[src/rtl/axi_tdd_ng_cfg_loader.sv]
// Purpose : up-bus initiator that programs the TDD-NG regmap from a {addr, data, last} command stream,
//           polling the TDD status register until IDLE before the first write of each sequence.
// Latency : one poll round trip before the first write, then >= 3 cycles per entry (accept, write, ack).
// Backpressure: cmd_ready is high only in ACCEPT/DRAIN; a stalled cmd_valid in ACCEPT waits forever.
// Ports   : up_clk/up_rstn; cmd_* command stream (valid/ready); up_w*/up_r* single-pulse request bus
//           with up_wack/up_rack responses; busy/done/error/err_code sequence status.
// Option  : define AXI_TDD_NG_CFG_VERIFY_EN to read back and compare every written register.
module axi_tdd_ng_cfg_loader #(
    parameter int                    ADDR_WIDTH  = 8,
    parameter logic [ADDR_WIDTH-1:0] STATUS_ADDR = 'h18,
    parameter int                    POLL_LIMIT  = 1024,
    parameter int                    ACK_TIMEOUT = 255
) (
    input  logic                  up_clk,
    input  logic                  up_rstn,
    input  logic                  cmd_valid,
    output logic                  cmd_ready,
    input  logic [ADDR_WIDTH-1:0] cmd_addr,
    input  logic [31:0]           cmd_data,
    input  logic                  cmd_last,
    output logic                  up_wreq,
    output logic [ADDR_WIDTH-1:0] up_waddr,
    output logic [31:0]           up_wdata,
    input  logic                  up_wack,
    output logic                  up_rreq,
    output logic [ADDR_WIDTH-1:0] up_raddr,
    input  logic [31:0]           up_rdata,
    input  logic                  up_rack,
    output logic                  busy,
    output logic                  done,
    output logic                  error,
    output logic [1:0]            err_code
);

    typedef enum logic [3:0] {
        S_IDLE,
        S_POLL_REQ,
        S_POLL_WAIT,
        S_ACCEPT,
        S_WRITE,
        S_WACK,
`ifdef AXI_TDD_NG_CFG_VERIFY_EN
        S_DRAIN,
        S_VREQ,
        S_VWAIT
`else
        S_DRAIN
`endif
    } state_t;

    localparam logic [15:0] POLL_LIM = 16'(POLL_LIMIT);
    // Wait states count 0..ACK_TIMEOUT-1; the last value is the expiry cycle.
    localparam logic [15:0] ACK_LAST = 16'(ACK_TIMEOUT - 1);

    localparam logic [1:0] ERR_POLL   = 2'd1;
    localparam logic [1:0] ERR_ACK    = 2'd2;
`ifdef AXI_TDD_NG_CFG_VERIFY_EN
    localparam logic [1:0] ERR_VERIFY = 2'd3;
`endif

    state_t      state;
    logic [15:0] poll_cnt;
    logic [15:0] tmo_cnt;
    logic        last_q;
    logic        tmo_hit;

    assign tmo_hit   = (tmo_cnt == ACK_LAST);
    assign cmd_ready = (state == S_ACCEPT) || (state == S_DRAIN);

`ifndef AXI_TDD_NG_CFG_VERIFY_EN
    // Only the state field of the status word matters without readback compare.
    logic unused_rdata_hi;
    assign unused_rdata_hi = ^up_rdata[31:2];
`endif

    always_ff @(posedge up_clk or negedge up_rstn) begin
        if (!up_rstn) begin
            state    <= S_IDLE;
            poll_cnt <= '0;
            tmo_cnt  <= '0;
            last_q   <= 1'b0;
            up_wreq  <= 1'b0;
            up_waddr <= '0;
            up_wdata <= '0;
            up_rreq  <= 1'b0;
            up_raddr <= '0;
            busy     <= 1'b0;
            done     <= 1'b0;
            error    <= 1'b0;
            err_code <= 2'd0;
        end else begin
            // Request and done strobes are single-cycle unless re-armed below.
            up_wreq <= 1'b0;
            up_rreq <= 1'b0;
            done    <= 1'b0;

            case (state)
                S_IDLE: begin
                    if (cmd_valid) begin
                        state    <= S_POLL_REQ;
                        busy     <= 1'b1;
                        error    <= 1'b0;
                        err_code <= 2'd0;
                        poll_cnt <= '0;
                        up_rreq  <= 1'b1;
                        up_raddr <= STATUS_ADDR;
                    end
                end

                S_POLL_REQ: begin
                    state   <= S_POLL_WAIT;
                    tmo_cnt <= '0;
                end

                S_POLL_WAIT: begin
                    // An ack on the expiry cycle wins over the timeout.
                    if (up_rack) begin
                        if (up_rdata[1:0] == 2'b00) begin
                            state <= S_ACCEPT;
                        end else if (poll_cnt + 16'd1 == POLL_LIM) begin
                            error    <= 1'b1;
                            err_code <= ERR_POLL;
                            state    <= S_DRAIN;
                        end else begin
                            poll_cnt <= poll_cnt + 16'd1;
                            up_rreq  <= 1'b1;
                            state    <= S_POLL_REQ;
                        end
                    end else if (tmo_hit) begin
                        error    <= 1'b1;
                        err_code <= ERR_ACK;
                        state    <= S_DRAIN;
                    end else begin
                        tmo_cnt <= tmo_cnt + 16'd1;
                    end
                end

                S_ACCEPT: begin
                    // cmd_ready is high here, so valid alone completes the handshake.
                    if (cmd_valid) begin
                        up_waddr <= cmd_addr;
                        up_wdata <= cmd_data;
                        last_q   <= cmd_last;
                        up_wreq  <= 1'b1;
                        state    <= S_WRITE;
                    end
                end

                S_WRITE: begin
                    state   <= S_WACK;
                    tmo_cnt <= '0;
                end

                S_WACK: begin
                    if (up_wack) begin
`ifdef AXI_TDD_NG_CFG_VERIFY_EN
                        up_rreq  <= 1'b1;
                        up_raddr <= up_waddr;
                        state    <= S_VREQ;
`else
                        if (last_q) begin
                            done  <= 1'b1;
                            busy  <= 1'b0;
                            state <= S_IDLE;
                        end else begin
                            state <= S_ACCEPT;
                        end
`endif
                    end else if (tmo_hit) begin
                        error    <= 1'b1;
                        err_code <= ERR_ACK;
                        // Nothing left to drain if the stuck entry closed the sequence.
                        if (last_q) begin
                            busy  <= 1'b0;
                            state <= S_IDLE;
                        end else begin
                            state <= S_DRAIN;
                        end
                    end else begin
                        tmo_cnt <= tmo_cnt + 16'd1;
                    end
                end

                S_DRAIN: begin
                    if (cmd_valid && cmd_last) begin
                        busy  <= 1'b0;
                        state <= S_IDLE;
                    end
                end

`ifdef AXI_TDD_NG_CFG_VERIFY_EN
                S_VREQ: begin
                    state   <= S_VWAIT;
                    tmo_cnt <= '0;
                end

                S_VWAIT: begin
                    if (up_rack && (up_rdata == up_wdata)) begin
                        if (last_q) begin
                            done  <= 1'b1;
                            busy  <= 1'b0;
                            state <= S_IDLE;
                        end else begin
                            state <= S_ACCEPT;
                        end
                    end else if (up_rack || tmo_hit) begin
                        error    <= 1'b1;
                        err_code <= up_rack ? ERR_VERIFY : ERR_ACK;
                        if (last_q) begin
                            busy  <= 1'b0;
                            state <= S_IDLE;
                        end else begin
                            state <= S_DRAIN;
                        end
                    end else begin
                        tmo_cnt <= tmo_cnt + 16'd1;
                    end
                end
`endif

                default: begin
                    busy  <= 1'b0;
                    state <= S_IDLE;
                end
            endcase
        end
    end

endmodule

[config.mk]
export PLATFORM = sky130hd
export DESIGN_NAME = axi_tdd_ng_cfg_loader
export DESIGN_NICKNAME = d
export VERILOG_FILES = /design/src/rtl/axi_tdd_ng_cfg_loader.sv
export SDC_FILE = /design/constraint.sdc
export NUM_CORES = 1
export LEC_CHECK = 0
export ABC_AREA = 1
export BUFFER_PORTS_ARGS = -buffer_cell sky130_fd_sc_hd__buf_2
export CELL_PAD_IN_SITES_DETAIL_PLACEMENT = 1
export CELL_PAD_IN_SITES_GLOBAL_PLACEMENT = 1
export CORE_MARGIN = 2
export CORE_UTILIZATION = 25
export DETAILED_ROUTE_END_ITERATION = 10
export PLACE_DENSITY_LB_ADDON = 0.1
export SYNTH_ARGS = -nofsm -noshare
export SYNTH_HDL_FRONTEND = slang
export SYNTH_SLANG_ARGS = --single-unit
export TNS_END_PERCENT = 30
[constraint.sdc]
create_clock -name up_clk -period 3.1 [get_ports up_clk]
set_input_delay 0.465 -clock up_clk [delete_from_list [all_inputs] [get_ports up_clk]]
set_output_delay 0.465 -clock up_clk [all_outputs]
set_load 0.05 [all_outputs]
# Word-level counts from Yosys, hierarchy flattened
# Index checks and enable logic that the tools add are counted.
[totals]
in_bits = 78
reg_bits = 85
wordCells = 102
output_inout_bits = 56
[op_classes]
eq_ne = 20
add_sub_neg = 2
n_reduce_logical = 16
muxes = 50
bitwise_logic = 1
[op_table]
columns = ["operator", "n"]
rows = [
  ["two-way mux 16 bit", 7],
  ["one-hot mux 16 bit (3 select lines)", 1],
  ["adder 16 x 1 -> 16 bit, second input constant", 2],
  ["one-hot mux 16 bit (2 select lines)", 1],
  ["two-way mux 4 bit", 7],
  ["one-hot mux 4 bit (7 select lines)", 1],
  ["two-way mux 1 bit", 19],
  ["equality test 16 x 11 -> 1 bit, second input constant", 1],
  ["equality test 16 x 8 -> 1 bit, second input constant", 1],
  ["AND reduction 5 bit", 3],
  ["two-way mux 2 bit", 7],
  ["!= test 2 bit, second input constant", 7],
  ["equality test 4 x 3 -> 1 bit, second input constant", 3],
  ["!= test 3 bit, second input constant", 4],
  ["two-way mux 3 bit", 3],
  ["equality test 4 x 2 -> 1 bit, second input constant", 2],
  ["one-hot mux 2 bit (3 select lines)", 1],
  ["nonzero test 3 bit", 2],
  ["equality test 4 x 1 -> 1 bit, second input constant", 1],
  ["zero test 4 bit", 1],
  ["one-hot mux 1 bit (4 select lines)", 1],
  ["AND reduction 2 bit", 2],
  ["AND reduction 4 bit", 1],
  ["OR reduction 4 bit", 1],
  ["other kinds (10)", 10],
]

# Depth between registers and ports, before layout
[logic_depth]
ltp_word = 6
ltp_mapped = 16
mapped_depth_nobuf = 16

# Least setup slack after synthesis
# Ideal clock, no wire load.
[synth_path]
kind = "register -> register"
from = "register poll_cnt[0]"
to = "register poll_cnt[7]"
setup_slack_ns = 1.221
arrival_time_ns = 1.763
setup_ns = 0.117
n_path_buf = 1
required_time_ns = 2.983
synth_period_minus_slack_ns = 1.879
stages_incl_launch_ff = 16
cell_sequence = "dfrtp_1 ha_1 nand3_1 nor2_1 nand2_1 nand2_1 nand2_1 nor2_1 nand2_1 nor2_1 nand2_2 nand2_2 nor2_2 buf_6 nand2_1 nand2_1"
[synth_between]
elab_chain_len = 5
word_cells_on_any_way = 8
classes_between = "add/sub: 1; eq/ne: 2; mux: 4; reduce/logical: 1"
[synth_rtl]
columns = ["element", "line", "source"]
rows = [
  ["start, declared", "62", "logic [15:0] poll_cnt;"],
  ["start signal, assigned", "125", "poll_cnt <= poll_cnt + 16'd1;"],
  ["adder 16 x 1 -> 16 bit *", "120, 125", ""],
  ["branches (longest 4 deep; another with equality test 16 x 11 -> 1 bit)", "n/a", ""],
]
# Every way passes the cells marked *. The select of a mux whose other input is x is not followed.
# A chain may end at the register's enable or synchronous reset.

# Worst setup path in the final report
[layout_path]
from = "register poll_cnt[0]"
to = "register poll_cnt[12]"
# Same word-level chain as after synthesis.

==> results.md <==
- 1st-iter DRT viols: 125
- Clock sinks: 84
- Crit path from: poll_cnt[0]$_DFFE_PN0P_
- Setup Slack @ Placement: 713 ps
- Via count: 4,146
- Die height: 138 µm
- Final worst slack: 748 ps
- Setup repair after global routing missed its margin: false
- Most used DFF post-synth: dfrtp_1
- Drc violations: 0
- Worst-case clock buffer depth: 2
- CTS Root Cell: clkbuf_16
- CTS clk-pin slew, worst paths: 60 ps
- R2R depth: 15
- Synth area leaders: dfrtp_1 47%, nand2_1 22%, inv_1 4.8%
- Post-DRT Antenna Nets: 0
- FF-to-FF Start: poll_cnt[0]$_DFFE_PN0P_
- Final hold slack: 78.9 ps
- Postcts setup bufs: 0
- FFs w/ async S/R, synth: 100%
- VDD IR max: 0.546 mV
- Final Util: 31.6%
- Worst path cell trace: ha_1 > nand3_1 > nor2_1 > nand2_1 > nand2_1 > nand2_1 > nor2_1 > nand2_1 > nor2_1 > nand2_2 > nand2_2 > nor2_2 > buf_4 > nand2_1 > nand2_1
- GPL Wtd Cong: 0.800
- Syn-to-layout area delta: 22.7%
- CP arrival: 2580 ps
- Num CTS Buffers: 9
- Mapped Avg Cell Area: 7.37 µm²
- Reg2Reg Capture Point: poll_cnt[12]$_DFFE_PN0P_
- Final instance area: 0.00548 mm²
- Max stage delay on crit path: 430 ps
- GRT Max-Usage Layer: met2
- Slew Limit Fails: 0
- Synth cell count leaders: 262 x nand2_1, 84 x dfrtp_1, 57 x inv_1
- HP Class: in -> async
- Run status: completed
- DP Wirelength: 9670 µm
- Most frequent CP cell: nand2_1
- Global routing met3 resource utilization: 4.01%
- Synthesis warning total: 0
- Synth Area in Compound Gates: 4.88%
- Post-synth top area share: 47.1%
- Global-route wire length before repair: 21,500 µm
- Crit path max fanout: 13
- Port bufs: 97
- Skew-Pair Late Insertion Delay: 350 ps
- Inst Count DP: 919
- Number of flops mapped to enable cells by yosys: 0
- Vias per std cell: 4.44
- Delay-heaviest family, CP: simple AND/OR/NAND/NOR gates
- Count leader, synth: nand2_1
- Fmax: 0.425 GHz
- Final Non-Filler Cells: 934
- Total of max-cap violations: 0
- Wire length per cell: 13.7 µm
- Worst Path Buf+Inv: 1
- # nets final: 786
- Num ports: 134
- Post-synthesis mux area share: 0%
- Share of layout cells above drive strength 1: 20.2%
- Multi-input gate area: 0.00203 mm²
- Core Region: 0.0174 mm²
- Post-Route WL: 12,800 µm
- Fill cells: 2,175
- Largest net degree at the start of global routing: 43
- CP endpoint kind: flip-flop
- Period minus WS final: 2350 ps
- Synth Area in XOR/XNOR: 0.981%
- Die Wd: 138 µm
- Grt met1 use: 18.4%
- Row cnt: 48
- GRT Total Usage: 14.7%
- CTS resizes: 0
- Adder-cell share of the synthesized area: 0.841%
- Cell taking the most area after synthesis: dfrtp_1
- Leak: 2.92 nW
- Number of global-route vias before repair: 4,397
- Detailed Routing Iterations Pass 1: 4
- Cts hold-fix bufs: 0
- Total grt overflow: 0
- Reg-to-reg setup timing slack: 750 ps
- Worst path depth: 15
- Crit share post-route: 75.9%
- Mapped Cells: 606
- Combinational family with the most area after synthesis: simple AND/OR/NAND/NOR gates
- Final TNS setup: 0 ps
- Ant diodes: 0
- Worst setup SP type: flip-flop
- Total power: 5.03 mW
- Cell Area, Placed: 0.00517 mm²
- Initial Utilization: 25.7%
- Pwr dens: 919 mW/mm²
- Simple-Gate Fraction of Synth Area: 38.1%
- Final setup viols: 0
- Distinct cells, synth: 38
- Worst Path Required: 3330 ps
- Post-synthesis sequential area ratio: 47.1%
- Crit-path slowest cell: dfrtp_1
- CTS HTree Levels: 3
- TritonCTS clock tree: built
- Hold Vio Cnt, Final: 0
- Die area: 0.0189 mm²
- Post-Route Skew: 10.4 ps
- Seq cells post-synth: 84
- Area taken by flip-flops and latches: 0.00210 mm²
- Post-Syn Area: 0.00447 mm²
- WS Path Type: reg -> reg
- Initial antenna violation count: 1
- Routing usage on met2: 24.0%
## state kept, by name (all words and copies together) (netlist names)
name,flops
busy,1
done,1
err_code,2
error,1
last_q,1
poll_cnt,16
state,3
tmo_cnt,16
up_raddr,1
up_rreq,1
up_waddr,8
up_wdata,32
up_wreq,1
## where the power goes
group | leakage, nW | switching [mW] | internal (mW) | total [mW]
clock | 0.145 | 0.459 | 0.666 | 1.12
sequential | 1.10 | 0.189 | 1.40 | 1.59
combinational | 1.67 | 1.80 | 0.517 | 2.32
total | 2.92 | 2.45 | 2.59 | 5.03
## layout by cell type, fill, tap and decap left out, drive strengths merged
cell type  synthesis  final
o211ai             1      1
nor4               3      3
inv               60     60
a211oi             1      1
and3               1      1
o21a               1      1
dfrtp             84     84
nor2              60     60
nand3b             4      4
nor3              12     12
o22ai              1      1
nand2            269    269
xor2               5      5
o21bai             2      2
nand4             19     19
clkbuf             8     12
a22oi              1      1
clkinv             0      1
bufinv             0      1
buf               13    104
conb               1      6
a21oi              6      6
ha                 3      3
clkinvlp           0      1
a2111oi            1      1
o21ai             21     21
nand3             29     29
## worst max path at each step
stage / end
finish: poll_cnt[12]$_DFFE_PN0P_
global route: poll_cnt[12]$_DFFE_PN0P_
CTS: poll_cnt[12]$_DFFE_PN0P_
detailed placement: poll_cnt[6]$_DFFE_PN0P_
global placement: poll_cnt[3]$_DFFE_PN0P_
floorplan: poll_cnt[7]$_DFFE_PN0P_
## layer usage
metal	vias up	wire, µm
li1	2076	-
met1	1980	6030
met2	77	5820
met3	13	705
met4	0	219
met5	-	0
## cell families after synthesis
logic type      Yosys count
flops                    84
other cells               1
compound gates           35
buf+inv                  81
fa+ha+maj                 3
xor+xnor                  5
simple gates            397
## cell type report
type | instances | area share, %
clock buffer | 12 | 4.68
sequential | 84 | 38.4
inverter | 60 | 4.11
tap | 225 | 5.14
clock inverter | 3 | 0.845
timing repair buffer | 104 | 9.87
multi-input combinational | 446 | 37.0
Note: power is estimated with default switching activity, not from simulation.
